==> src/rtl/sync_fifo_ext_if.sv <==
// Handshake/data bundle for sync_fifo_ext: the producer/consumer side drives
// requests, the FIFO drives data and status back.
interface sync_fifo_ext_if #(
   parameter int FIFO_WIDTH = 8,
   parameter int FIFO_DEPTH = 16
);
   localparam int CW = $clog2(FIFO_DEPTH) + 1;

   logic                  clr;
   logic [FIFO_WIDTH-1:0] data_in;
   logic                  wr_en;
   logic                  rd_en;
   logic [FIFO_WIDTH-1:0] data_out;
   logic                  empty;
   logic                  full;
   logic                  almost_empty;
   logic                  almost_full;
   logic [CW-1:0]         count;
   logic                  overflow;
   logic                  underflow;

   modport master (
      output clr, data_in, wr_en, rd_en,
      input  data_out, empty, full, almost_empty, almost_full, count, overflow, underflow
   );

   modport slave (
      input  clr, data_in, wr_en, rd_en,
      output data_out, empty, full, almost_empty, almost_full, count, overflow, underflow
   );
endinterface

==> src/rtl/sync_fifo_ext.sv <==
// Single-clock FIFO with registered status flags, threshold flags, error
// pulses, synchronous flush, and selectable registered-read or FWFT output.
module sync_fifo_ext #(
   parameter int FIFO_WIDTH = 8,
   parameter int FIFO_DEPTH = 16,
   parameter int AF_LEVEL   = FIFO_DEPTH - 2,
   parameter int AE_LEVEL   = 2,
   parameter int FWFT       = 0
) (
   input  logic           clk,
   input  logic           rst,
   sync_fifo_ext_if.slave bus
);
   localparam int AW = $clog2(FIFO_DEPTH);
   localparam int CW = AW + 1;
   localparam logic [CW-1:0] DEPTH_C = CW'(FIFO_DEPTH);
   localparam logic [CW-1:0] AF_C    = CW'(AF_LEVEL);
   localparam logic [CW-1:0] AE_C    = CW'(AE_LEVEL);

   logic [FIFO_WIDTH-1:0] mem [FIFO_DEPTH];
   logic [AW-1:0]         wr_ptr, rd_ptr;
   logic [CW-1:0]         count, count_nxt;
   logic                  empty_r, full_r, ae_r, af_r, ovf_r, udf_r;
   logic                  wr_acc, rd_acc;

   // Acceptance looks only at registered flags, so a write against FULL is
   // refused even when a read frees a slot on the same edge.
   always_comb begin
      wr_acc    = bus.wr_en && !full_r  && !bus.clr;
      rd_acc    = bus.rd_en && !empty_r && !bus.clr;
      count_nxt = count + CW'(wr_acc) - CW'(rd_acc);
   end

   always_ff @(posedge clk) begin
      if (wr_acc) mem[wr_ptr] <= bus.data_in;
   end

   always_ff @(posedge clk or negedge rst) begin
      if (!rst) begin
         wr_ptr  <= '0;
         rd_ptr  <= '0;
         count   <= '0;
         empty_r <= 1'b1;
         full_r  <= 1'b0;
         ae_r    <= 1'b1;
         af_r    <= 1'b0;
         ovf_r   <= 1'b0;
         udf_r   <= 1'b0;
      end else if (bus.clr) begin
         wr_ptr  <= '0;
         rd_ptr  <= '0;
         count   <= '0;
         empty_r <= 1'b1;
         full_r  <= 1'b0;
         ae_r    <= 1'b1;
         af_r    <= 1'b0;
         ovf_r   <= 1'b0;
         udf_r   <= 1'b0;
      end else begin
         if (wr_acc) wr_ptr <= wr_ptr + AW'(1);
         if (rd_acc) rd_ptr <= rd_ptr + AW'(1);
         count   <= count_nxt;
         empty_r <= (count_nxt == '0);
         full_r  <= (count_nxt == DEPTH_C);
         ae_r    <= (count_nxt <= AE_C);
         af_r    <= (count_nxt >= AF_C);
         ovf_r   <= bus.wr_en && full_r;
         udf_r   <= bus.rd_en && empty_r;
      end
   end

   generate
      if (FWFT != 0) begin : g_fwft
         // Head entry shown combinationally; forced to zero while empty so
         // reset leaves DATA_OUT at 0.
         assign bus.data_out = empty_r ? '0 : mem[rd_ptr];
      end else begin : g_reg
         logic [FIFO_WIDTH-1:0] dout_r;
         always_ff @(posedge clk or negedge rst) begin
            if (!rst)        dout_r <= '0;
            else if (rd_acc) dout_r <= mem[rd_ptr];
         end
         assign bus.data_out = dout_r;
      end
   endgenerate

   assign bus.count        = count;
   assign bus.empty        = empty_r;
   assign bus.full         = full_r;
   assign bus.almost_empty = ae_r;
   assign bus.almost_full  = af_r;
   assign bus.overflow     = ovf_r;
   assign bus.underflow    = udf_r;
endmodule

==> src/flat_wrapper.sv <==
// flat-port wrapper written by rule: the top's interface ports become plain ports
module sync_fifo_ext_flat 
#(
   parameter int FIFO_WIDTH = 8,
   parameter int FIFO_DEPTH = 16,
   parameter int AF_LEVEL   = FIFO_DEPTH - 2,
   parameter int AE_LEVEL   = 2,
   parameter int FWFT       = 0
)
  (clk, rst, bus_clr, bus_data_in, bus_wr_en, bus_rd_en, bus_data_out, bus_empty, bus_full, bus_almost_empty, bus_almost_full, bus_count, bus_overflow, bus_underflow);
  sync_fifo_ext_if #(.FIFO_WIDTH(FIFO_WIDTH), .FIFO_DEPTH(FIFO_DEPTH)) bus_i ();
  input  logic clk;
  input  logic rst;
  input wire logic [$bits(bus_i.clr)-1:0] bus_clr;
  input wire logic [$bits(bus_i.data_in)-1:0] bus_data_in;
  input wire logic [$bits(bus_i.wr_en)-1:0] bus_wr_en;
  input wire logic [$bits(bus_i.rd_en)-1:0] bus_rd_en;
  output wire logic [$bits(bus_i.data_out)-1:0] bus_data_out;
  output wire logic [$bits(bus_i.empty)-1:0] bus_empty;
  output wire logic [$bits(bus_i.full)-1:0] bus_full;
  output wire logic [$bits(bus_i.almost_empty)-1:0] bus_almost_empty;
  output wire logic [$bits(bus_i.almost_full)-1:0] bus_almost_full;
  output wire logic [$bits(bus_i.count)-1:0] bus_count;
  output wire logic [$bits(bus_i.overflow)-1:0] bus_overflow;
  output wire logic [$bits(bus_i.underflow)-1:0] bus_underflow;
  assign bus_i.clr = bus_clr;
  assign bus_i.data_in = bus_data_in;
  assign bus_i.wr_en = bus_wr_en;
  assign bus_i.rd_en = bus_rd_en;
  assign bus_data_out = bus_i.data_out;
  assign bus_empty = bus_i.empty;
  assign bus_full = bus_i.full;
  assign bus_almost_empty = bus_i.almost_empty;
  assign bus_almost_full = bus_i.almost_full;
  assign bus_count = bus_i.count;
  assign bus_overflow = bus_i.overflow;
  assign bus_underflow = bus_i.underflow;
  sync_fifo_ext #(.FIFO_WIDTH(FIFO_WIDTH), .FIFO_DEPTH(FIFO_DEPTH), .AF_LEVEL(AF_LEVEL), .AE_LEVEL(AE_LEVEL), .FWFT(FWFT)) u_core (.clk(clk), .rst(rst), .bus(bus_i));
endmodule
==> config.mk <==
export PLATFORM = sky130hd
export DESIGN_NAME = sync_fifo_ext_flat
export DESIGN_NICKNAME = d
export VERILOG_FILES = /design/src/rtl/sync_fifo_ext_if.sv /design/src/rtl/sync_fifo_ext.sv /design/src/flat_wrapper.sv
export SDC_FILE = /design/constraint.sdc
export NUM_CORES = 1
export LEC_CHECK = 0
export CAP_MARGIN = 20
export CORE_MARGIN = 2
export CORE_UTILIZATION = 30
export CTS_CLUSTER_DIAMETER = 150
export DETAILED_ROUTE_END_ITERATION = 12
export PLACE_DENSITY = 0.54
export SETUP_SLACK_MARGIN = 0.2
export SLEW_MARGIN = 20
export SYNTH_ARGS = -nofsm -noshare
export SYNTH_HDL_FRONTEND = slang
export SYNTH_SLANG_ARGS = --single-unit
==> constraint.sdc <==
create_clock -name clk -period 8.9 [get_ports clk]
set_input_delay 1.78 -clock clk [delete_from_list [all_inputs] [get_ports clk]]
set_output_delay 1.78 -clock clk [all_outputs]
set_load 0.005 [all_outputs]
=== After elaboration in Yosys (flattened, before gate mapping) ===
Memory sizes are Yosys's and may differ from the RTL's. A register that Yosys moved wholly into a read port is not among the register bits.
Cells that the tools add are included.

* RAM bits: 128
* Input bits: 13
* Output and inout port bits: 19
* Bits in registers: 19
* Word-level logic and storage cells: 43
* Memories: 1

* Add/subtract/negate cells: 4
* Order comparisons: 2
* Equality and inequality tests: 1
* Reductions and logical operators: 13
* Muxes and demuxes: 13

{| class="wikitable"
|+ Memory list
! memory !! depth !! bits a word !! rd ports !! clocked after Yosys merged registers in !! wr ports !! line !! source
|-
| u_core.mem || 16 || 8 || 1 || 1 || 1 || sync_fifo_ext.sv:20 || <nowiki>logic [FIFO_WIDTH-1:0] mem [FIFO_DEPTH];</nowiki>
|}

{| class="wikitable"
|+ Operators by type and width
! cell !! count
|-
| 2-to-1 mux 4 bit || 4
|-
| adder 4 x 1 -> 4 bit (second input constant) || 2
|-
| 2-to-1 mux 1 bit || 8
|-
| logical AND 1 bit || 6
|-
| adder 5 x 1 -> 5 bit || 1
|-
| == test 5 bit (second input constant) || 1
|-
| greater-or-equal comparator 5 x 4 -> 1 bit (second input constant) || 1
|-
| less-or-equal comparator 5 x 2 -> 1 bit (second input constant) || 1
|-
| logical NOT 5 bit || 1
|-
| 2-to-1 mux 5 bit || 1
|-
| subtractor 5 x 1 -> 5 bit || 1
|-
| logical NOT 1 bit || 4
|-
| nonzero test 2 bit || 2
|}

=== Logic depth before layout (Yosys ltp) ===
* Word-level depth: 7
* Mapped depth: 13
* Gate-level depth less buffers: 13

=== Worst setup path after synthesis ===
No wires, ideal clock.

* Path type: input port to flip-flop
* Start: input port bus_rd_en
* End: register u_core.af_r, in the netlist u_core.bus.almost_full
* Cell stages on the path: 13
* Required time: 8.773 ns
* Arrival time: 3.898 ns
* Setup slack: 4.874 ns
* Path buffers: 0
* Setup time: 0.127 ns
* Cells stage by stage: and2b_1 > nand2b_1 > inv_1 > ha_1 > inv_1 > ha_1 > inv_1 > fa_1 > nor2b_1 > o21ai_0 > a21oi_1 > nor3b_2 > or2_2

* Word-level cells in the longest chain between the ends: 5

{| class="wikitable"
|+ Ends and longest elaborated chain
! element !! line !! source
|-
| start: declaration || flat_wrapper.sv:17 || <nowiki>input wire logic [$bits(bus_i.rd_en)-1:0] bus_rd_en;</nowiki>
|-
| logical AND 1 bit (2 in a row) || sync_fifo_ext.sv:30 || <nowiki>rd_acc = bus.rd_en && !empty_r && !bus.clr;</nowiki>
|-
| named net u_core.rd_acc || sync_fifo_ext.sv:24 || <nowiki>logic wr_acc, rd_acc;</nowiki>
|-
| subtractor 5 x 1 -> 5 bit || sync_fifo_ext.sv:31 || <nowiki>count_nxt = count + CW'(wr_acc) - CW'(rd_acc);</nowiki>
|-
| greater-or-equal comparator 5 x 4 -> 1 bit || sync_fifo_ext.sv:66 || <nowiki>af_r <= (count_nxt >= AF_C);</nowiki>
|-
| 2-to-1 mux 1 bit || sync_fifo_ext.sv:49 || <nowiki>end else if (bus.clr) begin</nowiki>
|-
| end signal: assignment || sync_fifo_ext.sv:66 ||
|-
| end: declaration || sync_fifo_ext.sv:23 || <nowiki>logic empty_r, full_r, ae_r, af_r, ovf_r, udf_r;</nowiki>
|}

The timed path passes the listed nets, and every way through them passes these cells.
A chain may end at the register's enable or synchronous reset.

=== Final worst setup path ===
* Start: input port bus_clr
* End: register u_core.af_r, in the netlist u_core.bus.almost_full

* Elaborated cells on any way between the ends: 7
* Those cells by class: add/sub: 2; order compare: 1; mux: 1; reduce/logical: 3

{| class="wikitable"
|+ RTL lines
! element !! line !! source
|-
| start: declaration || flat_wrapper.sv:14 || <nowiki>input wire logic [$bits(bus_i.clr)-1:0] bus_clr;</nowiki>
|-
| logical NOT 1 bit || sync_fifo_ext.sv:30 ||
|-
| logical AND 1 bit || sync_fifo_ext.sv:30 ||
|-
| named net u_core.rd_acc || sync_fifo_ext.sv:24 ||
|-
| subtractor 5 x 1 -> 5 bit || sync_fifo_ext.sv:31 ||
|-
| greater-or-equal comparator 5 x 4 -> 1 bit || sync_fifo_ext.sv:66 ||
|-
| 2-to-1 mux 1 bit || sync_fifo_ext.sv:49 ||
|}

The timed path passes the listed nets, and every way through them passes these cells.

==> impl_metrics.yaml <==
outcome:
  status: "complete, no violations"
die:
  core_sq_um: 20300
  ioPinCount: 32
  dieArea_sq_um: 21900
  die_y_microns: 148
  die_x_microns: 148
  rows: 52
  start_util_pct: 30.6
synthesis:
  ys_warn_count: 0
  ys.flop_type: "edfxtp_1"
  avgSynthCellArea_sq_um: 17.7
  seq_area_frac_synth_pct: 72.8
  ys_async_sr_fraction_pct: 17.4
  yosysUniqueCellTypes: 40
  ys_ff_latch: 155
  syn-num-nets: 375
  synth-edff-count: 128
  syn_area_sq_um: 6210
  synthCells: 351
grt:
  antenna_found_initial: 0
  grt-ovfl-total: 0
  grt_max_degree: 45
  grt_util_all_layers_pct: 12.5
  grt_pass1_wl_microns: 19800
  grt_pass1_vias: 3286
finish:
  areaGrowthSynthToFinish_pct: 20.0
  nets: 418
  layout-drive-gt1-share_pct: 17.7
  instances_no_fill: 677
  finish.instance_area_sq_um: 7450
  antenna_cells: 0
sta:
  rsz0062_at_grt: "false"
  fin_crit_ns: 4.75
  finalClockSkew_ns: 0.0102
  worst-slew-pin-transition_ns: 0.949
  relSlewSlack_pct: 36.5
  final_max_slew_viol_count: 0
  setup_viol: 0
  post-route-period-util_pct: 53.3
  tns_ns: 0
  hold_viol_final: 0
  max_clock_freq_mhz: 211
critical_path:
  cp_max_fo: 20
  path_class: "input pin to flip-flop"
  end_kind: "flip-flop"
  worstPathArrival_ns: 5.05
  r2r_slack_ns: 5.77
  r2r_start: "u_core.bus.empty"
  setup.worst_path.start_class: "input pin"
  r2r.worst_path.cells: 13
  r2r_end: "u_core.bus.almost_full"
  required_ns: 9.20
route:
  wire_per_inst_microns: 19.0
  drc: 0
  drt-total-wl_microns: 12900
  drt-initial-drc-count: 270
  ant_nets: 0
  routed_via_density: 4.68
  num_vias: 3170
  first_pass_iters: 4
clock_network:
  clk_pin_slew_ns: 0.06
  clk_path_buf_depth: 2
  cts_buffers: 17
  ctsHoldBuffers: 0
  cts_sinks: 155
  tritoncts: "built"
  ctsResizeCount: 0
  clock_latency_ns: 0.42
  cts_setup_buffers: 0
  cts_root_buffer: "clkbuf_16"
  htree_num_levels: 4
hold_path:
  hold_class: "flip-flop to flip-flop"
  hold_depth: 2
  min_from: "u_core.bus.empty"
  holdPathEnd: "u_core.bus.underflow"
placed_design:
  place_area_sq_um: 6840
  io_buffers: 31
  gp_congestion: 0.848
  dpl.hpwl_microns: 8270
  dp_cells: 645
job:
  maxCapViolCount: 0
pwr:
  p_leak_uw: 0.00246
  power.density_nw_per_um2: 271
  ir_worst_vdd_uv: 155
[metrics by stage]
stage	total power (uW)	utilization [%]	hold WS (ns)	worst slack, ns
global route	2110	36.7	0.510	3.92
global placement	1290	33.7	0.490	3.82
detailed placement	1300	33.7	0.497	3.70
CTS	2040	36.7	0.513	4.16
finish	2020	36.7	0.511	4.15
floorplan	1130	-	0.473	4.87
[layer usage]
metal  global-route usage [%]  part of all wire [%]
met5                        0                     0
met2                     20.5                    50
met3                     3.02                   5.9
met4                     4.76                   1.5
met1                     16.2                    43
[power by group]
part	internal (uW)	switching [uW]	leakage, uW
registers	843	41.1	0.00149
clock network	462	272	0.000299
logic	202	197	0.000669
total	1510	510	0.00246
[worst max-delay path, stage by stage]
cell and delay, ns:
clkdlybuf4s50_1 0.95, nand2b_1 0.33, inv_1 0.19, ha_1 0.30, inv_1 0.06, ha_1 0.15
inv_1 0.05, fa_1 0.40, nor2b_1 0.11, o21ai_0 0.11, a21oi_1 0.19, nor3b_2 0.09
or2_2 0.32
[logic make-up (layout without fill, tap and decap cells)]
kind of cell	Yosys count	after routing	synth area share, %
mux	53	53	13.3
fa+ha+maj	11	11	2.34
simple gates	66	66	5.12
compound gates	32	32	3.36
buf+inv	25	81	1.85
flops	155	155	72.8
xor+xnor	9	9	1.27
[cell usage after synthesis, types with 6 or more instances]
master / n / area share, %
edfxtp_1: 128 / 62
nor2_1: 29 / 1.8
dfrtp_1: 25 / 10
mux2i_1: 25 / 4.0
mux4_2: 23 / 8.3
nand2_1: 12 / 0.73
inv_1: 11 / 0.66
ha_1: 10 / 2.0
a21oi_1: 8 / 0.64
a22oi_1: 8 / 0.97
xor2_1: 7 / 0.99
nor2b_1: 6 / 0.60
[worst max-delay path by stage]
stage                         start                      to  slack, ns
after floorplan           bus_rd_en  u_core.bus.almost_full       4.87
after global placement      bus_clr  u_core.bus.almost_full       3.82
after detailed placement    bus_clr  u_core.bus.almost_full       3.70
after CTS                   bus_clr  u_core.bus.almost_full       4.16
after global routing        bus_clr  u_core.bus.almost_full       3.92
final                       bus_clr  u_core.bus.almost_full       4.15
[final cells by class]
cell class	instances	area [sq um]
clock inverter	11	143
fill	1933	12800
inverter	11	41.3
tap	270	338
timing repair buffer	38	363
sequential	155	4520
clock buffer	21	470
multi-input combinational	171	1580
[flip-flops by register name, summed over array words and instances (netlist names)]
name and flops:
u_core.mem 128, u_core.bus.data_out 8, u_core.bus.count 5, u_core.rd_ptr 4, u_core.wr_ptr 4, u_core.bus.almost_empty 1, u_core.bus.almost_full 1, u_core.bus.empty 1
u_core.bus.full 1, u_core.bus.overflow 1, u_core.bus.underflow 1
[layout by cell type, fill, tap and decap left out, types with 3 or more instances in the layout]
master and instances:
mux2_2 5, nand2b_1 3, dfrtp_1 23, clkbuf_16 17
clkinv_2 4, xor2_1 7, clkdlybuf4s50_1 31, a22oi_1 8
nor3_1 4, o21ai_0 4, bufinv_16 3, inv_1 11
a21oi_1 8, ha_1 10, mux2i_1 25, nor2_1 29
nand2_1 12, clkbuf_8 3, mux4_2 23, a32oi_1 3
o22ai_1 4, edfxtp_1 128, nor2b_1 6, buf_4 7
(Power assumes the default switching activity.)
